### src/rtl/XT_LBUS_Pkg.sv
// Local-bus slave view and the keypad register map shared by the keypad blocks.
package XT_LBUS_Pkg;

  typedef struct packed {
    logic [7:0] addr;
    logic [7:0] wdata;
  } lb_slave_t;

  localparam logic [1:0] KEY_REG_STATE   = 2'd0;
  localparam logic [1:0] KEY_REG_PRESS   = 2'd1;
  localparam logic [1:0] KEY_REG_IRQEN   = 2'd2;
  localparam logic [1:0] KEY_REG_RELEASE = 2'd3;

  localparam int KEY_CNT_W = 16;

endpackage

### src/rtl/key_debounce.sv
// One key channel: 2-flop synchronizer, saturating stability counter and debounced state.
module key_debounce
  import XT_LBUS_Pkg::*;
#(
  parameter int ACTIVE_LOW      = 1,
  parameter int DEBOUNCE_CYCLES = 20000
) (
  input  logic clk_i,
  input  logic rst_ni,
  input  logic key_i,
  output logic state_o,
  output logic rise_o,
  output logic fall_o
);

  localparam logic                 INV   = (ACTIVE_LOW != 0);
  localparam logic [KEY_CNT_W-1:0] LIMIT = KEY_CNT_W'(DEBOUNCE_CYCLES - 1);
  localparam logic [KEY_CNT_W-1:0] ONE   = KEY_CNT_W'(1);

  logic                 sync1_q, sync2_q;
  logic                 state_q, state_d;
  logic [KEY_CNT_W-1:0] cnt_q, cnt_d;
  logic                 flip;

  always_comb begin
    cnt_d   = cnt_q;
    state_d = state_q;
    flip    = 1'b0;
    if (sync2_q == state_q) begin
      cnt_d = '0;
    end else if (cnt_q == LIMIT) begin
      flip    = 1'b1;
      state_d = ~state_q;
      cnt_d   = '0;
    end else if (cnt_q != '1) begin
      cnt_d = cnt_q + ONE;
    end
  end

  // Inverting ahead of the synchronizer makes a cleared synchronizer mean "released".
  always_ff @(posedge clk_i) begin
    if (!rst_ni) begin
      sync1_q <= 1'b0;
      sync2_q <= 1'b0;
      state_q <= 1'b0;
      cnt_q   <= '0;
    end else begin
      sync1_q <= key_i ^ INV;
      sync2_q <= sync1_q;
      state_q <= state_d;
      cnt_q   <= cnt_d;
    end
  end

  assign state_o = state_q;
  assign rise_o  = flip & ~state_q;
  assign fall_o  = flip & state_q;

endmodule

### src/rtl/key_debounce_lbus.sv
// Debounced keypad with local-bus registers and level interrupt.
// Define KEY_RELEASE_EVENT_EN to add release events at address 3.
module key_debounce_lbus
  import XT_LBUS_Pkg::*;
#(
  parameter int NUM             = 4,
  parameter int ACTIVE_LOW      = 1,
  parameter int DEBOUNCE_CYCLES = 20000
) (
  input  logic           lb_clk,
  input  logic           rst_n,
  input  lb_slave_t      xt_lb,
  input  logic           wsel,
  output logic [7:0]     rdata,
  input  logic [NUM-1:0] key_in,
  output logic           irq
);

  logic [NUM-1:0] keyState, keyRise, keyFall;
  logic [NUM-1:0] pressEvt_q, pressEvt_d;
  logic [NUM-1:0] irqEn_q, irqEn_d;
  logic [NUM-1:0] releaseView;
  logic [NUM-1:0] wKeys;
  logic           irq_q, irq_d;
  logic           wrPress, wrIrqEn;
  logic [13:0]    unusedLb;

  for (genvar g = 0; g < NUM; g++) begin : genKey
    key_debounce #(
      .ACTIVE_LOW      (ACTIVE_LOW),
      .DEBOUNCE_CYCLES (DEBOUNCE_CYCLES)
    ) keyInst (
      .clk_i   (lb_clk),
      .rst_ni  (rst_n),
      .key_i   (key_in[g]),
      .state_o (keyState[g]),
      .rise_o  (keyRise[g]),
      .fall_o  (keyFall[g])
    );
  end

  assign wKeys    = xt_lb.wdata[NUM-1:0];
  assign wrPress  = wsel && (xt_lb.addr[1:0] == KEY_REG_PRESS);
  assign wrIrqEn  = wsel && (xt_lb.addr[1:0] == KEY_REG_IRQEN);
  assign unusedLb = {xt_lb.addr[7:2], xt_lb.wdata};

`ifdef KEY_RELEASE_EVENT_EN
  logic [NUM-1:0] releaseEvt_q, releaseEvt_d;
  logic           wrRelease;

  assign wrRelease = wsel && (xt_lb.addr[1:0] == KEY_REG_RELEASE);

  always_comb begin
    releaseEvt_d = (releaseEvt_q & ~(wrRelease ? wKeys : '0)) | keyFall;
  end

  always_ff @(posedge lb_clk) begin
    if (!rst_n) releaseEvt_q <= '0;
    else        releaseEvt_q <= releaseEvt_d;
  end

  assign releaseView = releaseEvt_q;
`else
  logic [NUM-1:0] unusedFall;
  assign unusedFall  = keyFall;
  assign releaseView = '0;
`endif

  // A new event wins over a simultaneous write-1-to-clear of the same bit.
  always_comb begin
    pressEvt_d = (pressEvt_q & ~(wrPress ? wKeys : '0)) | keyRise;
    irqEn_d    = wrIrqEn ? wKeys : irqEn_q;
    irq_d      = |((pressEvt_q | releaseView) & irqEn_q);
  end

  always_ff @(posedge lb_clk) begin
    if (!rst_n) begin
      pressEvt_q <= '0;
      irqEn_q    <= '0;
      irq_q      <= 1'b0;
    end else begin
      pressEvt_q <= pressEvt_d;
      irqEn_q    <= irqEn_d;
      irq_q      <= irq_d;
    end
  end

  always_comb begin
    rdata = '0;
    case (xt_lb.addr[1:0])
      KEY_REG_STATE:   rdata[NUM-1:0] = keyState;
      KEY_REG_PRESS:   rdata[NUM-1:0] = pressEvt_q;
      KEY_REG_IRQEN:   rdata[NUM-1:0] = irqEn_q;
      KEY_REG_RELEASE: rdata[NUM-1:0] = releaseView;
      default:         rdata = '0;
    endcase
  end

  assign irq = irq_q;

endmodule
### config.mk
export PLATFORM = sky130hd
export DESIGN_NAME = key_debounce_lbus
export DESIGN_NICKNAME = d
export VERILOG_FILES = /design/src/rtl/XT_LBUS_Pkg.sv /design/src/rtl/key_debounce.sv /design/src/rtl/key_debounce_lbus.sv
export SDC_FILE = /design/constraint.sdc
export NUM_CORES = 1
export LEC_CHECK = 0
export CORE_ASPECT_RATIO = 1.2
export CORE_UTILIZATION = 25
export CTS_CLUSTER_SIZE = 30
export DETAILED_ROUTE_END_ITERATION = 10
export SYNTH_ARGS = -nofsm -noshare
export SYNTH_HDL_FRONTEND = slang
export SYNTH_SLANG_ARGS = --single-unit
### constraint.sdc
create_clock -name lb_clk -period 2.1 [get_ports lb_clk]
set_input_delay 0.21 -clock lb_clk [delete_from_list [all_inputs] [get_ports lb_clk]]
set_output_delay 0.21 -clock lb_clk [all_outputs]
set_load 0.02 [all_outputs]
==> impl_metrics.toml <==
[routing]
drtAntennaViolNets = 0
drc_errors = 0
wire_per_inst_microns = 12.65
first_pass_iters = 4
drt_wl_total_mm = 9.349
vias = 3792
drt_iter0_drc = 284
drt-vias-per-instance = 5.131

[sta]
relSlewSlack_pct = 56.18
finalCritPeriodShare_pct = 90.75
finalCriticalPeriod_ps = 1906
clock_skew_ps = 9.295
setup_ws_ps = 194.2
max_freq_mhz = 524.7
rsz0062_at_grt = "no"
worstMarginPinSlew_ps = 651.3
hold_viol = 0
final-max-slew-violation-count = 0
finalSetupViolCount = 0
whs_ps = 398.3

[critical_path]
ff2ff_setup_slack_ps = 190
critical_path.endpoint_type = "flop"
critPathMaxStageDelay_ps = 640
crit_arrival_ps = 2140
slowest_stage = "or4_1"
worstPathRequired_ps = 2330
crit_type = "flop to flop"
cp.buffers_inverters = 0
cpMostUsedCell = "or4_1"
cp_cell_sequence = "or4_1 -> or4_1 -> nand2_4 -> nor3_1"
startpoint_type = "flop"
r2r.worst_path.cells = 4
timing.rr.end = "genKey[3].keyInst.cnt_q[12]$_SDFFE_PP0P_"
reg2reg_from = "genKey[3].keyInst.cnt_q[7]$_SDFFE_PP0P_"
path_delay_family = "simple AND/OR/NAND/NOR gates"
path_max_fanout = 15

[global_routing]
grt_max_degree = 19
grt_pass1_wl_mm = 16.19
grt_usage_pct = 11.45
overflow = 0
grt_pass1_vias = 3554
antenna_found_initial = 0

[clock_tree]
ctsHoldBuffers = 0
cts_max_level = 3
cts.clk_slew.worst_paths_ps = 70
cts.sinks = 85
clockRootBuffer = "clkbuf_16"
clock_latency_ps = 340
cts_tree = "done"
cts_buffers = 9
cts_buffer_depth = 2

[finish]
syn2layout_area_growth_pct = 19.15
drive_gt1_share_pct = 8.918
fillCellCount = 1684
final_common_cell = "dfxtp_1"
final_cells = 739
nNetsFinal = 549
layout_common_cells = "dfxtp_1 (85), nand2_1 (40), a21oi_1 (36)"
antenna_cells = 0

[floorplanning]
core_sq_um = 16400
die_height_microns = 144.4
fp.dieW_microns = 120.7
start_util_pct = 25.77
io_pins = 32
die_area_sq_um = 17430
rows = 51

[place]
portBuffers = 17
dp_cells = 723
gp_congestion = 0.8416
dp_hpwl_mm = 6.795
post-place-ws_ps = -8.200

[logic_synthesis]
synthCells = 491
synthTopCellsByArea = "dfxtp_1 (40%), mux2i_1 (4.5%), a21oi_1 (4.3%), nand2_1 (3.6%), nand3_1 (3.3%)"
syn_area_sq_um = 4227
synth_seq_area_share_pct = 40.26
synth_edf_count = 0
synth_ff_type = "dfxtp_1"
yosys_warnings = 0
synthArstFlopShare_pct = 0
ys_ff_latch = 85
synth_top_area_share_pct = 40.26
ys_types = 54
yosysTopAreaCell = "dfxtp_1"
postSynthAreaPerCell_sq_um = 8.608

[worst_hold_path]
hold_path.class = "input pin to flop"
hold_end = "genKey[3].keyInst.sync1_q$_SDFF_PN0_"
hp-start = "key_in[3]"
worstHoldPathCells = 2

[power]
power.density_nw_per_um2 = 669.3
power_switching_mw = 0.7072
p_int_mw = 2.664
p_leak_nw = 1.622
ir_drop_mv = 0.2902
combPwrFrac_pct = 2.9
p_sw_share_pct = 20.98
seqPwrFrac_pct = 48.4
pwr-share-clk_pct = 48.7

[job]
drv_cap = 0

[run_status]
status = "completed"
power groups by stage:
stage,Sequential [mW],Combinational (mW),Clock [mW]
finish,1.63,0.0964,1.64
global route,1.63,0.106,1.76
CTS,1.63,0.0983,1.70
detailed placement,1.67,0.0977,0
global placement,1.67,0.0961,0
floorplan,1.67,0.0555,0
cell families (layout without fill, tap and decap cells):
group	after synthesis	count (layout)	synth area share, %
xor gates and xnor gates	12	12	2.487
buffers and inverters	31	64	3.730
DFF	85	85	40.26
other	1	4	0.08872
AOI/OAI and AO/OA	108	108	16.10
adders and majority gates	4	4	1.184
muxes	19	19	4.500
and+or+nand+nor	231	231	31.65
metrics by stage:
stage	setup TNS (ps)	util [%]	area, sq um	power, mW
after floorplan	0	-	4238	1.722
after global placement	-55.58	28.75	4715	1.764
after detailed placement	-8.200	28.75	4715	1.766
after CTS	0	30.65	5026	3.431
after global routing	0	30.71	5036	3.504
final	0	30.71	5036	3.371
synthesized netlist by cell type (11+ instances only):
cell / n
a21boi_0: 12
a21oi_1: 36
clkbuf_1: 11
dfxtp_1: 85
mux2i_1: 19
nand2_1: 40
nand3_1: 28
nand4_1: 20
nor2_1: 22
nor3_1: 23
nor4_1: 16
o21ai_0: 18
o31ai_1: 11
or4_1: 14
what timing repair did:
action | CTS | global route
gates resized for setup | 1 | 4
endpoints found under the setup margin | 1 | 4
setup buffers | 0 | 0
pin swaps | 0 | 0
cell type report:
cell class / count / area [sq um] / area share [%]
clock buffers: 12 / 256.5 / 5.093
well taps: 212 / 265.3 / 5.267
repair buffers: 39 / 345.3 / 6.857
inverters: 9 / 33.78 / 0.6708
flip-flops and latches: 85 / 1702 / 33.79
clock inverters: 4 / 55.05 / 1.093
multi-input cells: 378 / 2379 / 47.23
flip-flops by register name (all words and copies together), names as in the netlist:
| signal | flops |
|---|---|
| irqEn_q | 4 |
| genKey.keyInst.sync1_q | 4 |
| genKey.keyInst.sync2_q | 4 |
| pressEvt_q | 4 |
| genKey.keyInst.state_o | 4 |
| irq | 1 |
| genKey.keyInst.cnt_q | 64 |
routing by layer:
layer | vias to the layer above | share of wire, % | track usage, %
met4 | 0 | 1.4 | 3.899
met3 | 11 | 3.2 | 3.194
li1 | 1918 | - | -
met1 | 1811 | 47 | 13.43
met2 | 52 | 49 | 19.96
met5 | - | 0 | 0
worst max-delay path by stage:
stage	startpoint	end	slack (ps)	cells after the start
floorplan	genKey[0].keyInst.cnt_q[0]$_SDFFE_PP0P_	genKey[0].keyInst.cnt_q[11]$_SDFFE_PP0P_	170	8
global placement	xt_lb[8]	rdata[2]	-60	5
detailed placement	xt_lb[8]	rdata[2]	-8	5
CTS	xt_lb[8]	rdata[0]	40	5
global route	genKey[3].keyInst.cnt_q[0]$_SDFFE_PP0P_	genKey[3].keyInst.cnt_q[13]$_SDFFE_PP0P_	100	7
finish	genKey[3].keyInst.cnt_q[7]$_SDFFE_PP0P_	genKey[3].keyInst.cnt_q[12]$_SDFFE_PP0P_	190	4
No activity file was read; power rests on OpenSTA's default activity.
